==> src/rtl/mem_arbiter_pkg.sv <==
// Shared types and default constants for the single-port memory arbiter.
// The address width matches the word-address width of m_amemory.
package mem_arbiter_pkg;

    localparam int MEM_ADDR_W     = 11;
    localparam int STARVE_MAX_DEF = 3;
    localparam int LOCK_MAX_DEF   = 4;

    typedef enum logic {
        ST_FREE  = 1'b0,
        ST_DLOCK = 1'b1
    } arb_state_t;

    typedef enum logic [1:0] {
        GNT_NONE = 2'd0,
        GNT_I    = 2'd1,
        GNT_D    = 2'd2
    } grant_t;

endpackage

==> src/rtl/arb_resp_reg.sv <==
// Per-port read-return register: a one-cycle valid pulse plus data that
// only updates when a read was granted in the previous cycle.
module arb_resp_reg #(
    parameter int DATA_W = 32
) (
    input  logic              clk,
    input  logic              rst_n,
    input  logic              load,
    input  logic [DATA_W-1:0] din,
    output logic              valid,
    output logic [DATA_W-1:0] data
);

    always_ff @(posedge clk) begin
        if (!rst_n) begin
            valid <= 1'b0;
            data  <= '0;
        end else begin
            valid <= load;
            if (load) begin
                data <= din;
            end
        end
    end

endmodule

==> src/rtl/mem_arbiter.sv <==
// Arbitrates one asynchronous-read memory between instruction fetch and
// load/store: D-port priority, starvation limit for I, short D-port locks.
module mem_arbiter
    import mem_arbiter_pkg::*;
#(
    parameter int ADDR_W     = MEM_ADDR_W,
    parameter int STARVE_MAX = STARVE_MAX_DEF,
    parameter int LOCK_MAX   = LOCK_MAX_DEF
) (
    input  logic              w_clk,
    input  logic              w_rst_n,
    input  logic              w_ireq,
    input  logic [ADDR_W-1:0] w_iaddr,
    output logic              w_ignt,
    output logic [31:0]       r_irdata,
    output logic              r_irvalid,
    input  logic              w_dreq,
    input  logic              w_dwe,
    input  logic [ADDR_W-1:0] w_daddr,
    input  logic [31:0]       w_dwdata,
    input  logic              w_dlock,
    output logic              w_dgnt,
    output logic [31:0]       r_drdata,
    output logic              r_drvalid,
    output logic [ADDR_W-1:0] w_maddr,
    output logic              w_mwe,
    output logic [31:0]       w_mwdata,
    input  logic [31:0]       w_mrdata
);

    localparam int SCW = $clog2(STARVE_MAX + 1);
    localparam int LCW = $clog2(LOCK_MAX + 1);

    arb_state_t     state_q, state_d;
    logic [SCW-1:0] scnt_q, scnt_d;
    logic [LCW-1:0] lcnt_q, lcnt_d;
    logic [LCW-1:0] lcnt_inc;
    logic           ifirst_q, ifirst_d;
    grant_t         grant;

    always_ff @(posedge w_clk) begin
        if (!w_rst_n) begin
            state_q  <= ST_FREE;
            scnt_q   <= '0;
            lcnt_q   <= '0;
            ifirst_q <= 1'b0;
        end else begin
            state_q  <= state_d;
            scnt_q   <= scnt_d;
            lcnt_q   <= lcnt_d;
            ifirst_q <= ifirst_d;
        end
    end

    // ifirst marks the single FREE cycle after a forced lock release in which
    // a waiting fetch wins even if the starvation count has not saturated.
    always_comb begin
        state_d  = state_q;
        scnt_d   = scnt_q;
        lcnt_d   = lcnt_q;
        ifirst_d = 1'b0;
        grant    = GNT_NONE;
        lcnt_inc = lcnt_q + LCW'(1);

        if (w_rst_n) begin
            case (state_q)
                ST_FREE: begin
                    if (w_ireq && (!w_dreq || ifirst_q || scnt_q == SCW'(STARVE_MAX))) begin
                        grant = GNT_I;
                    end else if (w_dreq) begin
                        grant = GNT_D;
                    end
                    if (grant == GNT_D && w_dlock) begin
                        state_d = ST_DLOCK;
                        lcnt_d  = LCW'(1);
                    end
                end
                ST_DLOCK: begin
                    if (w_dreq) begin
                        grant = GNT_D;
                    end
                    if (!w_dlock || lcnt_inc >= LCW'(LOCK_MAX)) begin
                        state_d  = ST_FREE;
                        lcnt_d   = '0;
                        ifirst_d = w_dlock && w_ireq;
                    end else begin
                        lcnt_d = lcnt_inc;
                    end
                end
                default: state_d = ST_FREE;
            endcase

            if (grant == GNT_I || !w_ireq) begin
                scnt_d = '0;
            end else if (grant == GNT_D && scnt_q != SCW'(STARVE_MAX)) begin
                scnt_d = scnt_q + SCW'(1);
            end
        end
    end

    assign w_ignt   = (grant == GNT_I);
    assign w_dgnt   = (grant == GNT_D);
    assign w_maddr  = w_ignt ? w_iaddr : w_daddr;
    assign w_mwe    = w_dgnt & w_dwe;
    assign w_mwdata = w_dwdata;

    arb_resp_reg #(.DATA_W(32)) u_iresp (
        .clk   (w_clk),
        .rst_n (w_rst_n),
        .load  (w_ignt),
        .din   (w_mrdata),
        .valid (r_irvalid),
        .data  (r_irdata)
    );

    arb_resp_reg #(.DATA_W(32)) u_dresp (
        .clk   (w_clk),
        .rst_n (w_rst_n),
        .load  (w_dgnt & ~w_dwe),
        .din   (w_mrdata),
        .valid (r_drvalid),
        .data  (r_drdata)
    );

    assert property (@(posedge w_clk) disable iff (!w_rst_n) !(w_ignt && w_dgnt));

endmodule

==> config.mk <==
export PLATFORM = sky130hd
export DESIGN_NAME = mem_arbiter
export DESIGN_NICKNAME = d
export VERILOG_FILES = /design/src/rtl/mem_arbiter_pkg.sv /design/src/rtl/arb_resp_reg.sv /design/src/rtl/mem_arbiter.sv
export SDC_FILE = /design/constraint.sdc
export NUM_CORES = 1
export LEC_CHECK = 0
export CORE_MARGIN = 3
export CORE_UTILIZATION = 32
export DETAILED_ROUTE_END_ITERATION = 8
export HOLD_SLACK_MARGIN = 0.06
export PLACE_DENSITY = 0.86
export SLEW_MARGIN = 20
export SYNTH_ARGS = -nofsm -noshare
export SYNTH_HDL_FRONTEND = slang
export SYNTH_SLANG_ARGS = --single-unit
==> constraint.sdc <==
create_clock -name w_clk -period 1.63 [get_ports w_clk]
set_input_delay 0.326 -clock w_clk [delete_from_list [all_inputs] [get_ports w_clk]]
set_output_delay 0.326 -clock w_clk [all_outputs]
set_load 0.02 [all_outputs]
==> run summary <==
## Clock network
• number of buffers created by CTS: 9
• number of buffers on the longest clock path: 2
• maximum level of the CTS H-tree: 3
• TritonCTS clock tree: done
• number of sinks on the clock net: 73
• hold_buf cts: 0
• clock slew at reported path FFs: 80 ps
• Clock Latency Late Sink: 330 ps
• CTS Root Cell: sky130_fd_sc_hd__clkbuf_8

## Global routing
• gr ovfl total: 0
• total track usage: 0.162
• number of antenna violations at the first check in global routing: 0
• wire length of the first global-routing pass: 14,000 um
• number of global-route vias before repair: 2,683
• largest net degree at the start of global routing: 40

## Worst setup path
• most frequent CP cell: sky130_fd_sc_hd__buf_6
• Crit path required time: 1300 ps
• nature of the critical path endpoint: output pin
• CP peak stage delay: 340 ps
• standard cell with the maximum stage delay on the critical path: sky130_fd_sc_hd__dfxtp_2
• type of origin of the critical path: flop
• gate family responsible for the most delay along the worst path: buffers and inverters
• crit path cell chain: ha_4 -> buf_4 -> buf_6 -> buf_6 -> nor2_4 -> o211a_1 -> buf_6 -> and2_4 -> buf_6
• maximum fanout encountered on the critical timing path: 2
• Buf+Inv Stages, Crit Path: 5
• Arrival @ worst endpoint: 1860 ps
• startpoint-to-endpoint class of the critical path: reg2out

## Route
• antenna viol nets, final: 0
• detailed-route via count: 2,593
• number of DRC markers in iteration 0: 90
• drt first pass iters: 4
• post-DR wirelength/cell: 16.9 um
• drt via density: 4.60
• Routed Wire Length: 9520 um
• remaining routing DRC violations: 0

## Timing
• # setup viols final: 64
• Final Slew Violations: 0
• worst hold margin: 432 ps
• share of the cycle needed by the critical path after routing: 1.34
• worst setup skew after layout: 8.57 ps
• post-route minimum period: 2190 ps
• setup repair after global routing missed its margin: true
• Setup WS post-layout: -557 ps
• Worst Max-Slew Pin Slew: 451 ps
• total count of hold-check failures in the final report: 0
• Max Freq: 457 MHz
• worst max-slew margin expressed relative to the limit: 0.700

## Placement
• gpl congestion: 0.836
• dpl cell area: 4490 um2
• Post-DP HPWL: 6460 um
• buffers added on ports: 139

## Yosys
• synthesis-stage register bit count: 73
• unique cell type count in the Yosys netlist: 32
• synthesized area: 3060 um2
• Mapped Nets: 386
• post-synthesis sequential area ratio: 0.478
• synthesized instance count: 292
• Post-Syn Area per Cell: 10.5 um2
• Synthesis Warnings: 0

## Pwr
• portion of total power attributed to sequential cells: 0.448
• leakage power figure: 2.91 nW
• share of total power in the clock network: 0.356
• Worst IR Drop VDD: 0.545 mV
• Comb pwr share: 0.197
• power per cell area: 847 nW/um2
• net switching power: 0.00110 W
• cell-internal power: 0.00319 W
• Sw Ratio: 0.257

## Status
• failing checks: setup timing
• outcome: complete, but fails checks

## Worst hold path
• Hold Path Class: in2reg

## Floorplan
• floorplan die height: 104 um
• Core Rows: 35
• DIE WIDTH: 104 um
• core region area: 9280 um2
• overall die area: 10,800 um2
• effective utilization at floorplan: 0.330
• IO Pins: 204

## Flow run
• max-cap check violation count: 0

## Layout
• post-synthesis to final-layout area growth: 65.4%
• design area: 5060 um2
• layout cell share with drive strength beyond 1: 0.202
• net count reported at finish: 525
• count of antenna diodes in the layout: 0
• Layout fillers: 828
• final cell utilization of the core: 0.545

## kinds of logic (layout without fill, tap and decap cells)
group / Yosys count / after routing / share of synthesized area
compound gates: 40 / 40 / 0.119
xor+xnor: 2 / 2 / 0.00572
fa+ha+maj: 2 / 2 / 0.00818
buf+inv: 80 / 223 / 0.149
flops: 73 / 73 / 0.478
mux: 44 / 44 / 0.157
simple gates: 51 / 51 / 0.0842
## cell type report
class | count | area [um2] | share of cell area
clock buffer | 10 | 128 | 0.0252
clock inverter | 5 | 81.3 | 0.0161
inverter | 34 | 128 | 0.0252
multi-input combinational | 139 | 1190 | 0.235
sequential | 73 | 1460 | 0.289
tap | 129 | 161 | 0.0319
timing repair buffer | 174 | 1910 | 0.378
## worst register-to-register path: stages, from the launching register on
cell                        delay [ps]
sky130_fd_sc_hd__dfxtp_2           340
sky130_fd_sc_hd__ha_4              170
sky130_fd_sc_hd__buf_4             130
sky130_fd_sc_hd__buf_6             100
sky130_fd_sc_hd__buf_6             110
sky130_fd_sc_hd__nor2_4            110
sky130_fd_sc_hd__buf_6             110
sky130_fd_sc_hd__o2111ai_4         130
sky130_fd_sc_hd__buf_12            190
sky130_fd_sc_hd__clkbuf_16         160
sky130_fd_sc_hd__mux2i_1           120
## layout by cell type (no fill, tap or decap), types with 7 or more instances in the layout
cell type / n
sky130_fd_sc_hd__nand2_1: 34
sky130_fd_sc_hd__clkdlybuf4s50_1: 57
sky130_fd_sc_hd__dlygate4sd2_1: 43
sky130_fd_sc_hd__buf_12: 7
sky130_fd_sc_hd__buf_6: 20
sky130_fd_sc_hd__mux2i_1: 33
sky130_fd_sc_hd__dlymetal6s2s_1: 24
sky130_fd_sc_hd__dfxtp_1: 71
sky130_fd_sc_hd__a22o_1: 32
sky130_fd_sc_hd__mux2_4: 11
sky130_fd_sc_hd__inv_1: 33
sky130_fd_sc_hd__buf_4: 13
sky130_fd_sc_hd__clkbuf_8: 9
## state kept, by name (all words and copies together) (netlist names)
signal         flops
u_dresp.data      32
u_iresp.data      32
lcnt_q             3
scnt_q             2
ifirst_q           1
state_q            1
u_dresp.valid      1
u_iresp.valid      1
## cells in the mapped netlist
| library cell | n | area share |
|---|---|---|
| sky130_fd_sc_hd__nand2b_4 | 1 | 0.0045 |
| sky130_fd_sc_hd__o21a_2 | 1 | 0.0029 |
| sky130_fd_sc_hd__mux2_2 | 4 | 0.015 |
| sky130_fd_sc_hd__a31oi_1 | 1 | 0.0020 |
| sky130_fd_sc_hd__nor3_1 | 3 | 0.0049 |
| sky130_fd_sc_hd__mux2i_1 | 33 | 0.11 |
| sky130_fd_sc_hd__o2111ai_4 | 1 | 0.0086 |
| sky130_fd_sc_hd__nand2_1 | 34 | 0.042 |
| sky130_fd_sc_hd__dfxtp_1 | 73 | 0.48 |
| sky130_fd_sc_hd__nor3b_4 | 1 | 0.0061 |
| sky130_fd_sc_hd__and3_1 | 2 | 0.0041 |
| sky130_fd_sc_hd__buf_2 | 4 | 0.0065 |
| sky130_fd_sc_hd__and4b_1 | 1 | 0.0033 |
| sky130_fd_sc_hd__nor3_4 | 1 | 0.0053 |
| sky130_fd_sc_hd__buf_4 | 38 | 0.093 |
| sky130_fd_sc_hd__a22o_1 | 32 | 0.092 |
| sky130_fd_sc_hd__buf_1 | 1 | 0.0012 |
| sky130_fd_sc_hd__and2_1 | 2 | 0.0041 |
| sky130_fd_sc_hd__o31a_1 | 1 | 0.0029 |
| sky130_fd_sc_hd__inv_1 | 34 | 0.042 |
| sky130_fd_sc_hd__clkbuf_1 | 2 | 0.0025 |
| sky130_fd_sc_hd__o21a_1 | 1 | 0.0025 |
| sky130_fd_sc_hd__buf_6 | 1 | 0.0037 |
| sky130_fd_sc_hd__o21ai_0 | 1 | 0.0016 |
| sky130_fd_sc_hd__o211a_1 | 1 | 0.0033 |
| sky130_fd_sc_hd__ha_1 | 2 | 0.0082 |
| sky130_fd_sc_hd__xor2_1 | 2 | 0.0057 |
| sky130_fd_sc_hd__nor3b_1 | 1 | 0.0025 |
| sky130_fd_sc_hd__mux2_4 | 7 | 0.034 |
| sky130_fd_sc_hd__nor2_1 | 3 | 0.0037 |
| sky130_fd_sc_hd__nor2b_1 | 2 | 0.0041 |
| sky130_fd_sc_hd__a32o_1 | 1 | 0.0033 |
## what timing repair did
item / in CTS / in global routing
setup buffers: 11 / 5
endpoints found under the setup margin: 55 / 108
cloned: 1 / 7
pin swaps: 28 / 9
resized for setup: 147 / 39
## worst paths after layout
| path | start | to | slack, ps | cells past startpoint |
|---|---|---|---|---|
| setup reg to reg | scnt_q[1] | u_dresp.data[20] | -160 | 10 |
| hold / removal | w_rst_n | scnt_q[1] | 430 | 4 |
| hold reg to reg | u_dresp.data[0] | u_dresp.data[0] | 450 | 2 |
| setup / recovery | scnt_q[1] | w_mwe | -560 | 9 |
## through the flow
| step | power, W | TNS (ps) | worst slack, ps | std cells |
|---|---|---|---|---|
| final | 0.00429 | -11580 | -557 | 564 |
| after global routing | 0.00446 | -15980 | -636 | 564 |
| after CTS | 0.00429 | -11660 | -602 | 557 |
| after detailed placement | 0.00277 | -30740 | -1070 | 531 |
| after global placement | 0.00275 | -25980 | -999 | 531 |
| after floorplan | 0.00243 | -95.9 | -13.7 | 292 |
## power groups by stage
stage	Sequential (W)	Clock (W)	Combinational, W
after floorplan	0.00207	0	0.000361
final	0.00192	0.00153	0.000843
after detailed placement	0.00196	0	0.000812
after CTS	0.00192	0.00155	0.000816
after global placement	0.00196	0	0.000795
after global routing	0.00193	0.00163	0.000894
## metal layers
metal / GRT usage / vias up / routed length [um]
li1: - / 1226 / -
met1: 0.177 / 1220 / 3760
met2: 0.287 / 115 / 4960
met3: 0.0579 / 32 / 604
met4: 0.0608 / 0 / 197
met5: 0 / - / 0
No activity file was read; power rests on OpenSTA's default activity.
